==> src/rtl/divider_8bit_seq_pkg.sv <==
// divider_8bit_seq shared package
// State encoding and fixed widths for the sequential divider.
package divider_8bit_seq_pkg;

  localparam int DATA_W = 8;
  localparam logic [DATA_W-1:0] DIV0_QUOTIENT = 8'hFF;

  typedef enum logic [1:0] {
    IDLE = 2'd0,
    CALC = 2'd1,
    DONE = 2'd2
  } state_t;

endpackage

==> src/rtl/divider_8bit_seq_subtractor.sv <==
// 9-bit ripple subtractor built from full-adder cells
// diff = a - b; borrow set when b > a.
module fa_cell (
  input  logic a,
  input  logic b,
  input  logic ci,
  output logic s,
  output logic co
);

  assign s  = a ^ b ^ ci;
  assign co = (a & b) | (ci & (a ^ b));

endmodule

module subtractor_9bit (
  input  logic [8:0] a,
  input  logic [8:0] b,
  output logic [8:0] diff,
  output logic       borrow
);

  logic [9:0] c;

  // two's-complement: a + ~b + 1
  assign c[0] = 1'b1;

  for (genvar i = 0; i < 9; i++) begin : g_fa
    fa_cell u_fa (
      .a  (a[i]),
      .b  (~b[i]),
      .ci (c[i]),
      .s  (diff[i]),
      .co (c[i+1])
    );
  end

  assign borrow = ~c[9];

endmodule

==> src/rtl/divider_8bit_seq.sv <==
// Sequential unsigned 8-bit restoring divider
// start/busy/done handshake, one quotient bit per CALC cycle.
module divider_8bit_seq
  import divider_8bit_seq_pkg::*;
(
  input  logic       clk,
  input  logic       rst_n,
  input  logic       start,
  input  logic [7:0] dividend,
  input  logic [7:0] divisor,
  output logic       busy,
  output logic       done,
  output logic [7:0] quotient,
  output logic [7:0] remainder,
  output logic       div_by_zero
);

  state_t state, state_nx;

  logic [DATA_W-1:0] q_r;
  logic [DATA_W-1:0] d_r;
  logic [DATA_W-1:0] r_r;
  logic [2:0]        cnt;

  logic [8:0]        t_a;
  logic [8:0]        t;
  logic              borrow;
  logic              keep;
  logic [DATA_W-1:0] r_nx;
  logic [DATA_W-1:0] q_nx;
  logic              accept;

  assign accept = (state == IDLE) && start;

  assign t_a = {r_r, q_r[DATA_W-1]};

  subtractor_9bit u_sub (
    .a      (t_a),
    .b      ({1'b0, d_r}),
    .diff   (t),
    .borrow (borrow)
  );

  // R < D keeps T below D, so T[8] is zero whenever there is no borrow
  assign keep = ~borrow & ~t[8];
  assign r_nx = keep ? t[DATA_W-1:0] : t_a[DATA_W-1:0];
  assign q_nx = {q_r[DATA_W-2:0], keep};

  always_ff @(posedge clk or negedge rst_n) begin
    if (!rst_n) begin
      state <= IDLE;
    end else begin
      state <= state_nx;
    end
  end

  always_comb begin
    state_nx = state;
    unique case (1'b1)
      (state == IDLE): begin
        if (start) begin
          state_nx = (divisor == '0) ? DONE : CALC;
        end
      end
      (state == CALC): begin
        if (cnt == 3'd7) begin
          state_nx = DONE;
        end
      end
      (state == DONE): state_nx = IDLE;
      default:         state_nx = IDLE;
    endcase
  end

  always_comb begin
    busy = (state == CALC);
    done = (state == DONE);
  end

  always_ff @(posedge clk or negedge rst_n) begin
    if (!rst_n) begin
      q_r         <= '0;
      d_r         <= '0;
      r_r         <= '0;
      cnt         <= '0;
      quotient    <= '0;
      remainder   <= '0;
      div_by_zero <= 1'b0;
    end else if (accept) begin
      q_r <= dividend;
      d_r <= divisor;
      r_r <= '0;
      cnt <= '0;
      if (divisor == '0) begin
        quotient    <= DIV0_QUOTIENT;
        remainder   <= dividend;
        div_by_zero <= 1'b1;
      end
    end else if (state == CALC) begin
      q_r <= q_nx;
      r_r <= r_nx;
      cnt <= cnt + 3'd1;
      if (cnt == 3'd7) begin
        quotient    <= q_nx;
        remainder   <= r_nx;
        div_by_zero <= 1'b0;
      end
    end
  end

endmodule

==> config.mk <==
export PLATFORM = sky130hd
export DESIGN_NAME = divider_8bit_seq
export DESIGN_NICKNAME = d
export VERILOG_FILES = /design/src/rtl/divider_8bit_seq_pkg.sv /design/src/rtl/divider_8bit_seq_subtractor.sv /design/src/rtl/divider_8bit_seq.sv
export SDC_FILE = /design/constraint.sdc
export NUM_CORES = 1
export LEC_CHECK = 0
export ABC_CLOCK_PERIOD_IN_PS = 5700
export BUFFER_PORTS_ARGS = -buffer_cell sky130_fd_sc_hd__buf_4
export CAP_MARGIN = 20
export CORE_UTILIZATION = 56
export DETAILED_ROUTE_END_ITERATION = 8
export PLACE_DENSITY = 0.84
export SYNTH_ARGS = -nofsm -noshare
export SYNTH_HDL_FRONTEND = slang
export SYNTH_SLANG_ARGS = --single-unit
export TNS_END_PERCENT = 50
==> constraint.sdc <==
create_clock -name clk -period 5.7 [get_ports clk]
set_clock_uncertainty 0.15 [all_clocks]
set_input_delay 1.14 -clock clk [delete_from_list [all_inputs] [get_ports clk]]
set_output_delay 1.14 -clock clk [all_outputs]
set_load 0.005 [all_outputs]
==> impl_metrics.sql <==
INSERT INTO impl_metrics (metric_group, metric, value, unit) VALUES
('critical_path', 'critical_path.reg2reg.endpoint', 'remainder[3]', ''),
('synthesis', 'netlist_instances', '219', ''),
('final_layout', 'finish.net_count', '282', ''),
('placed_design', 'placed_cells_incl_taps', '294', ''),
('final_layout', 'drive_gt1_share', '23.6', '%'),
('critical_path', 'worst_path_most_repeated_cell', 'sky130_fd_sc_hd__fa_1', ''),
('critical_path', 'rrSetupSlack', '0.99', 'ns'),
('floorplan', 'starting_density_of_the_core', '60.9', '%'),
('route', 'dr_total_vias', '1799', ''),
('clock_network', 'cts_max_level', '2', ''),
('critical_path', 'r2r-start', 'q_r[7]', ''),
('route', 'drt_iter0_drc', '215', ''),
('placed_design', 'postPlaceCellArea', '0.00261', 'sq mm'),
('synthesis', 'share_of_the_yosys_chip_area_belonging_to_registers', '49.8', '%'),
('floorplan', 'num_io_pins', '38', ''),
('route', 'met3_wirelength', '315', 'microns'),
('critical_path', 'kind_of_start_point_of_the_critical_path', 'flip-flop', ''),
('clock_network', 'cts.sink_count', '46', ''),
('critical_path', 'cp_slowest_stage_delay', '0.43', 'ns'),
('placed_design', 'routabilityCongestion', '0.832', ''),
('synthesis', 'ys_seq_elements', '46', ''),
('route', 'route.layer.met1.wl', '2210', 'microns'),
('floorplan', 'fp-row-count', '22', ''),
('clock_network', 'cts_setup_buffers', '0', ''),
('placed_design', 'place.port_buffers', '37', ''),
('sta', 'grt_setup_unrepaired', 'false', ''),
('clock_network', 'worst_setup_hold_path_clk_slew', '0.09', 'ns'),
('route', 'routed-wl-met2', '2600', 'microns'),
('synthesis', 'yosys.cell_types.count', '39', ''),
('min_path', 'min_path_type', 'flip-flop to flip-flop', ''),
('final_layout', 'syn2layout_area_growth', '17.0', '%'),
('critical_path', 'critical_path_required', '5.74', 'ns'),
('sta', 'upper_clock_frequency_limit', '212', 'MHz'),
('min_path', 'min_delay_endpoint', 'quotient[3]', ''),
('pwr', 'leakage_component_of_the_power', '1.26', 'nW'),
('pwr', 'vdd_drop_max', '0.433', 'mV'),
('critical_path', 'critical_path.top_delay_family', 'adder cells', ''),
('critical_path', 'crit_arrival', '4.75', 'ns'),
('floorplan', 'core_area', '0.00380', 'sq mm'),
('floorplan', 'fp.dieArea', '0.00439', 'sq mm'),
('clock_network', 'clock_tree_from_tritoncts', 'done', ''),
('critical_path', 'worst_reg2reg_path_length_in_cells', '15', ''),
('route', 'vias_per_cell', '5.96', ''),
('synthesis', 'synth.yosys.warnings', '0', ''),
('global_route', 'grt_pass1_wl', '8670', 'microns'),
('synthesis', 'syn_area_per_cell', '10.6', 'sq um'),
('min_path', 'whs_path_depth', '1', ''),
('global_route', 'vias_in_the_first_global_route', '1724', ''),
('global_route', 'globalRouteTotalUtil', '27.0', '%'),
('clock_network', 'postCtsHoldBufs', '0', ''),
('sta', 'slew_headroom', '37.9', '%'),
('critical_path', 'crit_path_cell_trace', 'inv_1 -> ha_1 -> inv_1 -> fa_1 -> inv_1 -> fa_1 -> fa_1 -> fa_1 -> fa_1 -> fa_1 -> inv_1 -> fa_1 -> xnor2_2 -> mux2_2 -> a221oi_1', ''),
('synthesis', 'postSynthNetCount', '248', ''),
('sta', 'setup_viol', '0', ''),
('floorplan', 'dieHeight', '66.3', 'microns'),
('sta', 'final_max_slew_viol_count', '0', ''),
('critical_path', 'critPathCaptureType', 'flip-flop', ''),
('sta', 'final.setup.tns', '0', 'ns'),
('global_route', 'grt_remaining_overflow', '0', ''),
('run_status', 'run_status', 'finished clean', ''),
('sta', 'tightestPinTransition', '0.928', 'ns'),
('final_layout', 'antenna-diode-count', '0', ''),
('final_layout', 'design_area', '0.00271', 'sq mm'),
('clock_network', 'count_of_cells_resized_by_post_cts_repair', '0', ''),
('sta', 'hold_viol', '0', ''),
('pwr', 'power_density', '635', 'mW/mm^2'),
('job', 'max_cap_viol_count', '0', ''),
('clock_network', 'cts_inserted_buffers', '5', ''),
('final_layout', 'final-instance-count-excl-fill', '302', ''),
('route', 'routed_wire_length_per_instance', '17.1', 'microns'),
('sta', 'post-route-worst-setup-slack', '0.992', 'ns');
[synthesized netlist by cell type (all sizes together)]
master / n / area [sq um]
dfrtp: 46 / 1150
nand2: 44 / 165
inv: 20 / 75.1
o21ai: 10 / 50.1
a22oi: 7 / 52.6
clkbuf: 7 / 26.3
fa: 7 / 140
nand3: 7 / 35.0
o22a: 7 / 61.3
mux2: 6 / 67.6
a221oi: 5 / 43.8
a311oi: 5 / 43.8
a31oi: 5 / 31.3
buf: 4 / 26.3
o221ai: 4 / 35.0
or3: 4 / 25.0
a21oi: 3 / 15.0
ha: 3 / 37.5
nand4: 3 / 18.8
mux2i: 2 / 20.0
nor2b: 2 / 12.5
nor4: 2 / 25.0
or4: 2 / 18.8
a21o: 1 / 7.51
a2bb2oi: 1 / 15.0
and2: 1 / 6.26
and3b: 1 / 8.76
nand2b: 1 / 6.26
nand3b: 1 / 7.51
nor2: 1 / 3.75
nor3: 1 / 10.0
nor3b: 1 / 7.51
nor4bb: 1 / 10.0
o21bai: 1 / 7.51
o31ai: 1 / 21.3
or3b: 1 / 8.76
xnor2: 1 / 16.3
[worst max-delay path by stage]
stage | start | end | slack [ns] | cells past startpoint
after global placement | q_r[7] | remainder[0] | 1.30 | 15
after floorplan | q_r[7] | remainder[1] | 1.48 | 16
after CTS | q_r[7] | remainder[0] | 1.01 | 15
after global routing | q_r[7] | remainder[0] | 0.74 | 15
final | q_r[7] | remainder[3] | 0.99 | 15
after detailed placement | q_r[7] | remainder[0] | 1.06 | 15
[per-stage QoR]
stage / utilization [%] / hold WS (ns)
floorplan: - / 0.302
global placement: 68.7 / 0.313
detailed placement: 68.7 / 0.335
CTS: 71.2 / 0.353
global route: 71.2 / 0.371
finish: 71.2 / 0.349
[power breakdown]
group	internal, mW	leakage, nW	switching (mW)
clock	0.0975	0.0472	0.111
sequential	0.487	0.559	0.117
combinational	0.439	0.654	0.468
[worst register-to-register path: stages, from the launching register on]
cell                       delay [ns]
sky130_fd_sc_hd__dfrtp_1         0.38
sky130_fd_sc_hd__inv_1           0.07
sky130_fd_sc_hd__ha_1            0.19
sky130_fd_sc_hd__inv_1           0.08
sky130_fd_sc_hd__fa_1            0.19
sky130_fd_sc_hd__inv_1           0.06
sky130_fd_sc_hd__fa_1            0.43
sky130_fd_sc_hd__fa_1            0.43
sky130_fd_sc_hd__fa_1            0.42
sky130_fd_sc_hd__fa_1            0.38
sky130_fd_sc_hd__fa_1            0.36
sky130_fd_sc_hd__inv_1           0.07
sky130_fd_sc_hd__fa_1            0.27
sky130_fd_sc_hd__xnor2_2         0.38
sky130_fd_sc_hd__mux2_2          0.42
sky130_fd_sc_hd__a221oi_1        0.30
[layer usage]
| metal | vias to the layer above | global-route usage, % |
|---|---|---|
| met4 | 0 | 5.32 |
| met3 | 8 | 6.21 |
| li1 | 845 | - |
| met1 | 869 | 36.6 |
| met5 | - | 0 |
| met2 | 77 | 44.5 |
[registers in the layout, summed over array words and instances (netlist names)]
register     count
remainder        8
d_r              8
cnt              3
quotient         8
q_r              8
r_r              8
div_by_zero      1
state            2
[cells by family (layout without fill, tap and decap cells)]
logic type	count (synthesis)	in the layout	share of synthesized area, %
fa+ha+maj	10	10	7.68
xor+xnor	1	1	0.703
flops	46	46	49.8
mux	8	8	3.79
buf+inv	31	66	5.52
compound gates	50	50	16.6
simple gates	73	73	16.0
[cell usage in the layout, fill, tap and decap left out, drive strengths merged, types with 2 or more instances in the layout]
cell	instances
dfrtp	46
nand2	44
buf	38
inv	20
o21ai	10
o22a	7
a22oi	7
nand3	7
fa	7
mux2	6
clkbuf	6
a31oi	5
a311oi	5
a221oi	5
o221ai	4
or3	4
nand4	3
a21oi	3
ha	3
nor2b	2
nor4	2
mux2i	2
or4	2
[final cells by class]
class                      instances  area [sq um]
sequential                        46          1150
fill                             292          1090
multi-input combinational        142          1040
timing repair buffer              38           285
clock buffer                       6          82.6
inverter                          20          75.1
tap                               48          60.1
clock inverter                     2          12.5
Power figures use the tool's default switching activity.
